### src/rtl/line_prefetch_sink.sv
// Final display pipeline stage: prefetches each line in credit-limited chunks, buffers
// returned pixels locally and emits 8-8-8 RGB aligned with the timing delayed by one clock.
module line_prefetch_sink #(
    parameter int CHUNK_BITS      = 5,
    parameter int HACTIVE_BITS    = 11,
    parameter int VACTIVE_BITS    = 11,
    parameter int FIFO_ADDR_BITS  = 7,
    parameter int LATE_COUNT_BITS = 8
) (
    input  logic                             clock,
    input  logic                             reset,
    input  logic [HACTIVE_BITS-1:0]          hActive,
    input  logic [VACTIVE_BITS-1:0]          vActive,
    input  logic                             pixelFormat,
    input  logic [23:0]                      fillColor,
    input  logic                             inDataEnable,
    input  logic                             inHSync,
    input  logic                             inVSync,
    input  logic                             inActiveVideoPreamble,
    input  logic                             inActiveVideoGuardBand,
    output logic                             requestValid,
    input  logic                             requestReady,
    output logic [VACTIVE_BITS-1:0]          requestLine,
    output logic [HACTIVE_BITS-CHUNK_BITS-1:0] requestChunk,
    input  logic                             pixelValid,
    output logic                             pixelReady,
    input  logic [23:0]                      pixelData,
    output logic                             dataEnable,
    output logic                             hSync,
    output logic                             vSync,
    output logic                             activeVideoPreamble,
    output logic                             activeVideoGuardBand,
    output logic [7:0]                       red,
    output logic [7:0]                       green,
    output logic [7:0]                       blue,
    output logic                             late,
    output logic [LATE_COUNT_BITS-1:0]       lateCount
);

    localparam int CW    = HACTIVE_BITS - CHUNK_BITS;
    localparam int CHUNK = 1 << CHUNK_BITS;
    localparam int DEPTH = 1 << FIFO_ADDR_BITS;
    localparam int CNT_W = FIFO_ADDR_BITS + 1;

    typedef enum logic [1:0] {IDLE, DRAIN, FETCH, DONE} state_t;

    state_t                    state;
    state_t                    state_next;
    logic                      vsync_prev;
    logic                      vsync_rise;
    logic                      fmt_888;
    logic [VACTIVE_BITS-1:0]   line_idx;
    logic [CW-1:0]             chunk_idx;
    logic [CW-1:0]             last_chunk;
    logic [CHUNK_BITS-1:0]     tail;
    logic                      last_line;
    logic                      empty_frame;
    logic [CNT_W-1:0]          chunk_size;
    logic [CNT_W-1:0]          outstanding;
    logic [CNT_W-1:0]          outstanding_next;
    logic [CNT_W-1:0]          fifo_count;
    logic [CNT_W-1:0]          free_credit;
    logic [FIFO_ADDR_BITS-1:0] wr_ptr;
    logic [FIFO_ADDR_BITS-1:0] rd_ptr;
    logic [23:0]               fifo_mem [DEPTH];
    logic [23:0]               pix_rgb;
    logic                      req_acc;
    logic                      pix_acc;
    logic                      push;
    logic                      pop;
    logic                      last_req;

    function automatic logic [23:0] expand_565(input logic [15:0] d);
        return {d[15:11], d[15:13], d[10:5], d[10:9], d[4:0], d[4:2]};
    endfunction

    function automatic logic [LATE_COUNT_BITS-1:0] sat_inc(input logic [LATE_COUNT_BITS-1:0] v);
        return (&v) ? v : v + LATE_COUNT_BITS'(1);
    endfunction

    assign vsync_rise  = inVSync & ~vsync_prev;
    assign empty_frame = (hActive == '0) || (vActive == '0);
    assign last_chunk  = CW'((hActive - HACTIVE_BITS'(1)) >> CHUNK_BITS);
    assign tail        = hActive[CHUNK_BITS-1:0];
    assign last_line   = (line_idx == vActive - VACTIVE_BITS'(1));

    // Only the final chunk of a line may be short; a zero remainder means it is full.
    assign chunk_size  = (chunk_idx == last_chunk && tail != '0) ? CNT_W'(tail) : CNT_W'(CHUNK);
    assign free_credit = CNT_W'(DEPTH) - fifo_count - outstanding;

    // Credit only shrinks on an accepted request, so once raised the request stays up.
    assign requestValid = (state == FETCH) && !empty_frame && !vsync_rise &&
                          (free_credit >= chunk_size);
    assign requestLine  = line_idx;
    assign requestChunk = chunk_idx;
    assign pixelReady   = (outstanding != '0);

    assign req_acc  = requestValid && requestReady;
    assign pix_acc  = pixelValid && pixelReady;
    assign push     = pix_acc && (state == FETCH || state == DONE) && !vsync_rise;
    assign pop      = inDataEnable && (fifo_count != '0);
    assign last_req = req_acc && (chunk_idx == last_chunk) && last_line;
    assign pix_rgb  = fmt_888 ? pixelData : expand_565(pixelData[15:0]);

    assign outstanding_next = outstanding + (req_acc ? chunk_size : '0) - CNT_W'(pix_acc);

    always_ff @(posedge clock) begin
        if (!reset) state <= IDLE;
        else        state <= state_next;
    end

    always_comb begin
        state_next = state;
        if (vsync_rise) begin
            state_next = DRAIN;
        end else begin
            case (state)
                IDLE:  state_next = IDLE;
                DRAIN: if (outstanding == '0) state_next = FETCH;
                FETCH: if (empty_frame || last_req) state_next = DONE;
                DONE:  state_next = DONE;
                default: state_next = IDLE;
            endcase
        end
    end

    // Request bookkeeping and FIFO pointers; a vSync rise restarts the frame.
    always_ff @(posedge clock) begin
        if (!reset) begin
            vsync_prev  <= 1'b0;
            fmt_888     <= 1'b0;
            line_idx    <= '0;
            chunk_idx   <= '0;
            outstanding <= '0;
            wr_ptr      <= '0;
            rd_ptr      <= '0;
            fifo_count  <= '0;
        end else begin
            assert (!(push && !pop && fifo_count == CNT_W'(DEPTH)));
            vsync_prev  <= inVSync;
            outstanding <= outstanding_next;
            if (vsync_rise) begin
                fmt_888    <= pixelFormat;
                line_idx   <= '0;
                chunk_idx  <= '0;
                wr_ptr     <= '0;
                rd_ptr     <= '0;
                fifo_count <= '0;
            end else begin
                if (req_acc) begin
                    if (chunk_idx == last_chunk) begin
                        chunk_idx <= '0;
                        line_idx  <= line_idx + VACTIVE_BITS'(1);
                    end else begin
                        chunk_idx <= chunk_idx + CW'(1);
                    end
                end
                if (push) wr_ptr <= wr_ptr + FIFO_ADDR_BITS'(1);
                if (pop)  rd_ptr <= rd_ptr + FIFO_ADDR_BITS'(1);
                case ({push, pop})
                    2'b10:   fifo_count <= fifo_count + CNT_W'(1);
                    2'b01:   fifo_count <= fifo_count - CNT_W'(1);
                    default: fifo_count <= fifo_count;
                endcase
            end
        end
    end

    always_ff @(posedge clock) begin
        if (push) fifo_mem[wr_ptr] <= pix_rgb;
    end

    // Output stage: timing delayed one clock, colour from FIFO or fill on underrun.
    always_ff @(posedge clock) begin
        if (!reset) begin
            dataEnable           <= 1'b0;
            hSync                <= 1'b0;
            vSync                <= 1'b0;
            activeVideoPreamble  <= 1'b0;
            activeVideoGuardBand <= 1'b0;
            red                  <= '0;
            green                <= '0;
            blue                 <= '0;
            late                 <= 1'b0;
            lateCount            <= '0;
        end else begin
            dataEnable           <= inDataEnable;
            hSync                <= inHSync;
            vSync                <= inVSync;
            activeVideoPreamble  <= inActiveVideoPreamble;
            activeVideoGuardBand <= inActiveVideoGuardBand;
            late                 <= 1'b0;
            if (inDataEnable) begin
                if (pop) begin
                    {red, green, blue} <= fifo_mem[rd_ptr];
                end else begin
                    {red, green, blue} <= fillColor;
                    late               <= 1'b1;
                    lateCount          <= sat_inc(lateCount);
                end
            end else begin
                {red, green, blue} <= '0;
            end
        end
    end

endmodule

### config.mk
export PLATFORM = sky130hd
export DESIGN_NAME = line_prefetch_sink
export DESIGN_NICKNAME = d
export VERILOG_FILES = /design/src/rtl/line_prefetch_sink.sv
export SDC_FILE = /design/constraint.sdc
export NUM_CORES = 2
export LEC_CHECK = 0
export CAP_MARGIN = 40
export CORE_UTILIZATION = 55
export DETAILED_ROUTE_END_ITERATION = 10
export PLACE_DENSITY = 0.8
export SLEW_MARGIN = 20
export SYNTH_ARGS = -nofsm -noshare
export SYNTH_HDL_FRONTEND = slang
export SYNTH_SLANG_ARGS = --single-unit
### constraint.sdc
create_clock -name clock -period 6.6 [get_ports clock]
set_input_delay 0.99 -clock clock [delete_from_list [all_inputs] [get_ports clock]]
set_output_delay 0.99 -clock clock [all_outputs]
set_load 0.05 [all_outputs]
Yosys cells after proc, flatten, opt, wreduce, memory -nomap -nowiden
Memories as Yosys holds them, arrays and structs flattened. A register that Yosys moved wholly into a read port is not among the register bits.
Cells that the tools add are included.
{"block": "op_classes", "addsub": 13, "order_cmp": 1, "eq_ne": 11, "muxes": 17, "n_bitwise": 5, "n_reduce_logical": 31}
{"cell": "$mux 24", "count": 1}
{"cell": "$mux 8", "count": 3}
{"cell": "$logic_not 11->1", "count": 2}
{"cell": "$sub 11x1->11 const B", "count": 2}
{"cell": "$mux 6", "count": 3}
{"cell": "$add 8x1->8 const B", "count": 2}
{"cell": "$pmux 8 s2", "count": 1}
{"cell": "$reduce_bool 8->1", "count": 2}
{"cell": "$add 7x1->7 const B", "count": 2}
{"cell": "$mux 7", "count": 2}
{"cell": "$add 11x1->11 const B", "count": 1}
{"cell": "$eq 11x11->1", "count": 1}
{"cell": "$logic_and 1x1->1", "count": 11}
{"cell": "$add 8x6->8", "count": 1}
{"cell": "$ge 8x6->1", "count": 1}
{"cell": "$logic_not 8->1", "count": 1}
{"cell": "$pmux 2 s4", "count": 1}
{"cell": "$reduce_and 2->1", "count": 4}
{"cell": "$reduce_and 8->1", "count": 1}
{"cell": "$sub 8x1->8", "count": 1}
{"cell": "$sub 8x1->8 const B", "count": 1}
{"cell": "$sub 8x8->8", "count": 1}
{"cell": "$sub 8x8->8 const A", "count": 1}
{"cell": "$add 6x1->6 const B", "count": 1}
{"cell": "18 further kinds", "count": 31}
{"block": "word_totals", "regBits": 88, "mem_bits_rw": 3072, "in_bits": 80, "mem_count": 1}
{"memory": "fifo_mem", "depth": 128, "word_bits": 24, "read_ports": 1, "rd_clocked_by_memory_dff": 1, "wr": 1, "line_no": "65", "text": "logic [23:0] fifo_mem [DEPTH];"}

Logic depth before layout (Yosys ltp)
{"block": "depth", "word_depth": 13, "depth_mapped": 25, "ltp_nobuf": 24}

Least setup slack after synthesis
OpenSTA, ideal clock, no wires.
{"block": "synth_timing", "path_type": "input port to flip-flop", "start": "in hActive[4]", "end": "reg outstanding[6]", "arrival_ns": 6.101, "required_ns": 6.485, "setup_slack_ns": 0.384, "stages": 24, "cell_sequence": "or4_1 or4b_1 and3b_1 nor4_4 clkbuf_1 nand2_1 ha_1 a21o_1 a31oi_1 o21ai_0 nor4b_1 nor4bb_1 buf_2 nand2_1 ha_1 inv_1 ha_1 fa_1 a21oi_1 o21bai_1 a21o_1 a21oi_1 xnor2_1 and2_1"}
{"block": "synth_via", "elab_chain_len": 10}
{"element": "start, declared", "line_no": "12", "text": "input logic [HACTIVE_BITS-1:0] hActive,"}
{"element": "$sub 11x1->11 or $logic_not 11->1 (tied branches)", "line_no": "83, 82"}
{"element": "$eq 6x6->1 or $logic_or 1x1->1 (tied branches)", "line_no": "88, 82"}
{"element": "$logic_and 1x1->1 or $logic_not 1->1 (tied branches)", "line_no": "88, 92"}
{"element": "$mux 6 or $logic_and 1x1->1 (tied branches)", "line_no": "88, 92"}
{"element": "$ge 8x6->1 or $logic_and 1x1->1 (tied branches)", "line_no": "93, 92"}
{"element": "$logic_and 1x1->1", "line_no": "92", "text": "assign requestValid = (state == FETCH) && !empty_frame && !vsync_rise &&"}
{"element": "$logic_and 1x1->1", "line_no": "98", "text": "assign req_acc = requestValid && requestReady;"}
{"element": "$mux 6 (*)", "line_no": "105", "text": "assign outstanding_next = outstanding + (req_acc ? chunk_size : '0) - CNT_W'(pix_acc);"}
{"element": "$add 8x6->8 (*)", "line_no": "105"}
{"element": "$sub 8x1->8 (*)", "line_no": "105"}
{"element": "end signal, assigned", "line_no": "141", "text": "outstanding <= outstanding_next;"}
{"element": "end, declared", "line_no": "59", "text": "logic [CNT_W-1:0] outstanding;"}
Mark *: on every way between the ends. The rest lies on a longest branch, timed or not.
A chain may end at the register's enable or synchronous reset.

Worst setup path in the final report
{"block": "layout_timing", "start": "in hActive[3]", "end": "out requestValid"}
{"block": "layout_via", "elab_chain_len": 6}
{"element": "$sub 11x1->11 or $logic_not 11->1 (tied branches)", "line_no": "83, 82"}
{"element": "$eq 6x6->1 or $logic_or 1x1->1 (tied branches)", "line_no": "88, 82"}
{"element": "$logic_and 1x1->1 or $logic_not 1->1 (tied branches)", "line_no": "88, 92"}
{"element": "$mux 6 or $logic_and 1x1->1 (tied branches)", "line_no": "88, 92"}
{"element": "$ge 8x6->1 or $logic_and 1x1->1 (tied branches)", "line_no": "93, 92"}
{"element": "$logic_and 1x1->1 (*)", "line_no": "92"}
{"element": "end, declared", "line_no": "21", "text": "output logic requestValid,"}
Marks and branches as above.

==> impl_metrics.tcl <==
set metrics [dict create \
    outcome "finished clean" \
    via_per_inst 7.03 \
    grtUsageTotal 0.310 \
    netlist_instances 5308 \
    combPwrFrac 0.040 \
    synth_area_um2 122000 \
    wl_um 348000 \
    cp.buffers_inverters 3 \
    wl_per_cell_um 38.7 \
    yosys_warnings 0 \
    tritoncts "built" \
    cts_root_buf "clkbuf_16" \
    rows 172 \
    r2r-end "outstanding[7]$_SDFF_PN0_" \
    vias 63074 \
    grt_pass1_vias 64095 \
    fillers 13270 \
    cp-end-kind "primary output" \
    clockBufferDepth 4 \
    area_delta_synth_final_pct 14.1 \
    holdBufCountCts 0 \
    period_share 0.906 \
    drv_slew 0 \
    synth-seq-area-share 0.769 \
    placed_cell_area_um2 129000 \
    hold_viol 0 \
    grt_pass1_wl_um 485000 \
    worstSetupPathType "input pin to primary output" \
    grt_setup_unrepaired "no" \
    clock_latency_ns 0.97 \
    drt_iter0_markers 10984 \
    hold_end "fifo_count[5]$_SDFFE_PP0P_" \
    vdd_drop_max_v 0.000290 \
    syn-num-nets 5437 \
    htree_levels 5 \
    antenna_left 0 \
    nets 5901 \
    post-place-ws_ns -0.0521 \
    reg2reg_depth 25 \
    core-area_um2 220000 \
    p_per_area_nw_per_um2 297 \
    firstDrtPassIters 8 \
    worstHoldStart "fifo_count[5]$_SDFFE_PP0P_" \
    period_needed_ns 5.98 \
    synth_edf_count 3072 \
    gp_congestion 0.872 \
    r2r_slack_ns 1.40 \
    worstPathMaxFanout 4 \
    num_io_pins 137 \
    dp_hpwl_um 175000 \
    start_util 0.556 \
    yosysTopAreaCell "edfxtp_1" \
    required_ns 5.61 \
    p_leak_nw 42.2 \
    swShare 0.212 \
    hold_ws_ns 0.505 \
    startpoint_type "input pin" \
    antenna_found_initial 21 \
    multi_input_area_um2 27500 \
    dieHeight_um 474 \
    netlist.area_leader.share 0.753 \
    hold_class "flop to flop" \
    r2r-start "fifo_count[0]$_SDFFE_PP0P_" \
    cap_violations 0 \
    postSynthAreaPerCell_um2 23.1 \
    fmax_mhz 167 \
    setup_ws_ns 0.623 \
    critPathTopFamily "simple AND/OR/NAND/NOR gates" \
    crit_arrival_ns 4.99 \
    slew_headroom 0.144 \
    cts_buffers 316 \
    critPathMaxStageDelay_ns 0.56 \
    synth-main-ff-cell "edfxtp_1" \
    final_area_um2 140000 \
    p_sw_mw 8.78 \
    fin_tns_setup_ns 0 \
    intPower_mw 32.7 \
    fp.dieW_um 474 \
    pwr-share-clk 0.423 \
    cts_setup_buffers 0 \
    worst_pin_slew_ns 1.28 \
    crit_path_frequent_cell "buf_4" \
    path_cells "clkdlybuf4s50_1 > or4_4 > or4b_1 > and3b_1 > nor4_4 > a21boi_0 > ha_1 > a21o_1 > a31oi_1 > o21ai_0 > nor4b_1 > buf_4 > nor2_1 > buf_4" \
    setup_viol 0 \
    clk_pin_slew_ns 0.06 \
    drc 0 \
    synth-seq-cells 3167 \
    p_total_mw 41.5 \
    critPathSlowestCell "or4_4" \
    p_seq_frac 0.537 \
    hold_depth 2 \
    grt_start_max_net_pins 114 \
    grt-ovfl-total 0 \
    synthArstFlopShare 0 \
    skew_ns 0.0923 \
    synth.area.top_cells "edfxtp_1 (75%), mux4_2 (18%), dfxtp_1 (1.6%), clkbuf_1 (0.53%), nand2_1 (0.51%)" \
    drive_gt1_frac 0.310 \
    yosys.cell_types.count 60 \
    regArea_um2 94200 \
    cts.sinks 3167 \
    dieArea_um2 224000 \
    post_cts_resized 0 \
    port_buffers 136 \
]
[worst max-delay path by stage]
| stage | start | cells after the start | endpoint | slack [ns] |
|---|---|---|---|---|
| final | hActive[3] | 14 | requestValid | 0.62 |
| after global placement | hActive[3] | 24 | outstanding[7]$_SDFF_PN0_ | 0.09 |
| after global routing | hActive[3] | 14 | requestValid | 0.41 |
| after floorplan | hActive[4] | 24 | outstanding[6]$_SDFF_PN0_ | 0.38 |
| after CTS | hActive[3] | 14 | requestValid | 0.62 |
| after detailed placement | hActive[3] | 24 | outstanding[7]$_SDFF_PN0_ | -0.05 |
[kinds of logic after synthesis]
group,Yosys count,synth area share
and+or+nand+nor,524,0.0201
xor gates and xnor gates,50,0.00358
AOI/OAI and AO/OA,169,0.00978
muxes,1025,0.182
DFF,3167,0.769
adders and majority gates,49,0.00519
buffers and inverters,324,0.0101
[cells in the mapped netlist, drive strengths merged, types with 8 or more instances]
cell type	n
xnor2	25
dfxtp	95
a21oi	30
or3	8
inv	49
mux4	960
nor4	11
a32oi	23
and3	10
xor2	25
nor2	161
nand2b	13
o211ai	27
mux2i	33
a21o	30
clkbuf	173
mux2	32
and2	23
edfxtp	3072
nor3	13
nor2b	12
o21ai	19
buf	102
nand4	31
or4	9
ha	46
nand2	166
nand3	45
[through the flow]
stage,util,instances
after global placement,0.586,8371
after global routing,0.634,8967
after detailed placement,0.588,8390
after CTS,0.632,8944
after floorplan,-,5308
final,0.634,8975
[cells in the final DEF (no fill, tap or decap), drive strengths merged, types with 25 or more instances in the layout]
cell type	synthesis	layout
a21o	30	30
a21oi	30	30
ha	46	46
nand2	166	166
o211ai	27	27
buf	102	281
xor2	25	25
dfxtp	95	95
clkdlybuf4s50	0	135
mux2i	33	33
clkbuf	173	397
mux4	960	960
inv	49	54
nand4	31	31
mux2	32	32
clkinv	0	120
xnor2	25	25
edfxtp	3072	3072
nand3	45	45
nor2	161	161
[power groups by stage]
stage / combinational, mW / sequential [mW] / clock [mW]
after floorplan: 0.801 / 22.8 / 0
after global placement: 1.43 / 22.7 / 0
after detailed placement: 1.54 / 22.7 / 0
after CTS: 1.56 / 22.3 / 17.5
after global routing: 1.73 / 22.3 / 18.2
final: 1.66 / 22.3 / 17.5
[routing by layer]
layer / global-route usage / up-vias / routed length (um)
li1: - / 23500 / -
met1: 0.392 / 32335 / 111000
met2: 0.498 / 6046 / 168000
met3: 0.0797 / 1179 / 46400
met4: 0.165 / 14 / 22200
met5: 0 / - / 99
[worst register-to-register path, cell delays in order (launching register included)]
cell and delay [ns]:
dfxtp_1 0.38, inv_1 0.10, ha_1 0.19, ha_1 0.23
fa_1 0.48, a21o_1 0.19, a21oi_1 0.17, xnor2_1 0.15
ha_1 0.27, a21o_1 0.19, a31oi_1 0.12, o21ai_0 0.11
nor4b_1 0.45, nor4bb_1 0.16, buf_4 0.17, nand2_1 0.06
ha_1 0.22, inv_1 0.11, ha_1 0.25, a21o_1 0.16
a21oi_1 0.23, o21bai_1 0.09, a21oi_1 0.18, o21ai_0 0.14
xnor2_1 0.14, and2_1 0.15
[sequential cells by signal (all words and copies together), names as in the netlist, named ones only]
| signal | count |
|---|---|
| activeVideoGuardBand | 1 |
| activeVideoPreamble | 1 |
| blue | 8 |
| dataEnable | 1 |
| fifo_count | 8 |
| fifo_mem | 3072 |
| fmt_888 | 1 |
| green | 8 |
| hSync | 1 |
| late | 1 |
| lateCount | 8 |
| outstanding | 8 |
| rd_ptr | 7 |
| red | 8 |
| requestChunk | 6 |
| requestLine | 11 |
| state | 2 |
| vSync | 1 |
| wr_ptr | 7 |
[area by class of cell]
type	count	share of cell area
Sequential cell	3167	0.674
Clock buffer	393	0.0600
Timing Repair Buffer	421	0.0308
Tap cell	2958	0.0265
Clock inverter	161	0.00973
Antenna cell	9	0.000161
Multi-Input combinational cell	1817	0.197
Inverter	49	0.00137
(Power assumes the default switching activity.)
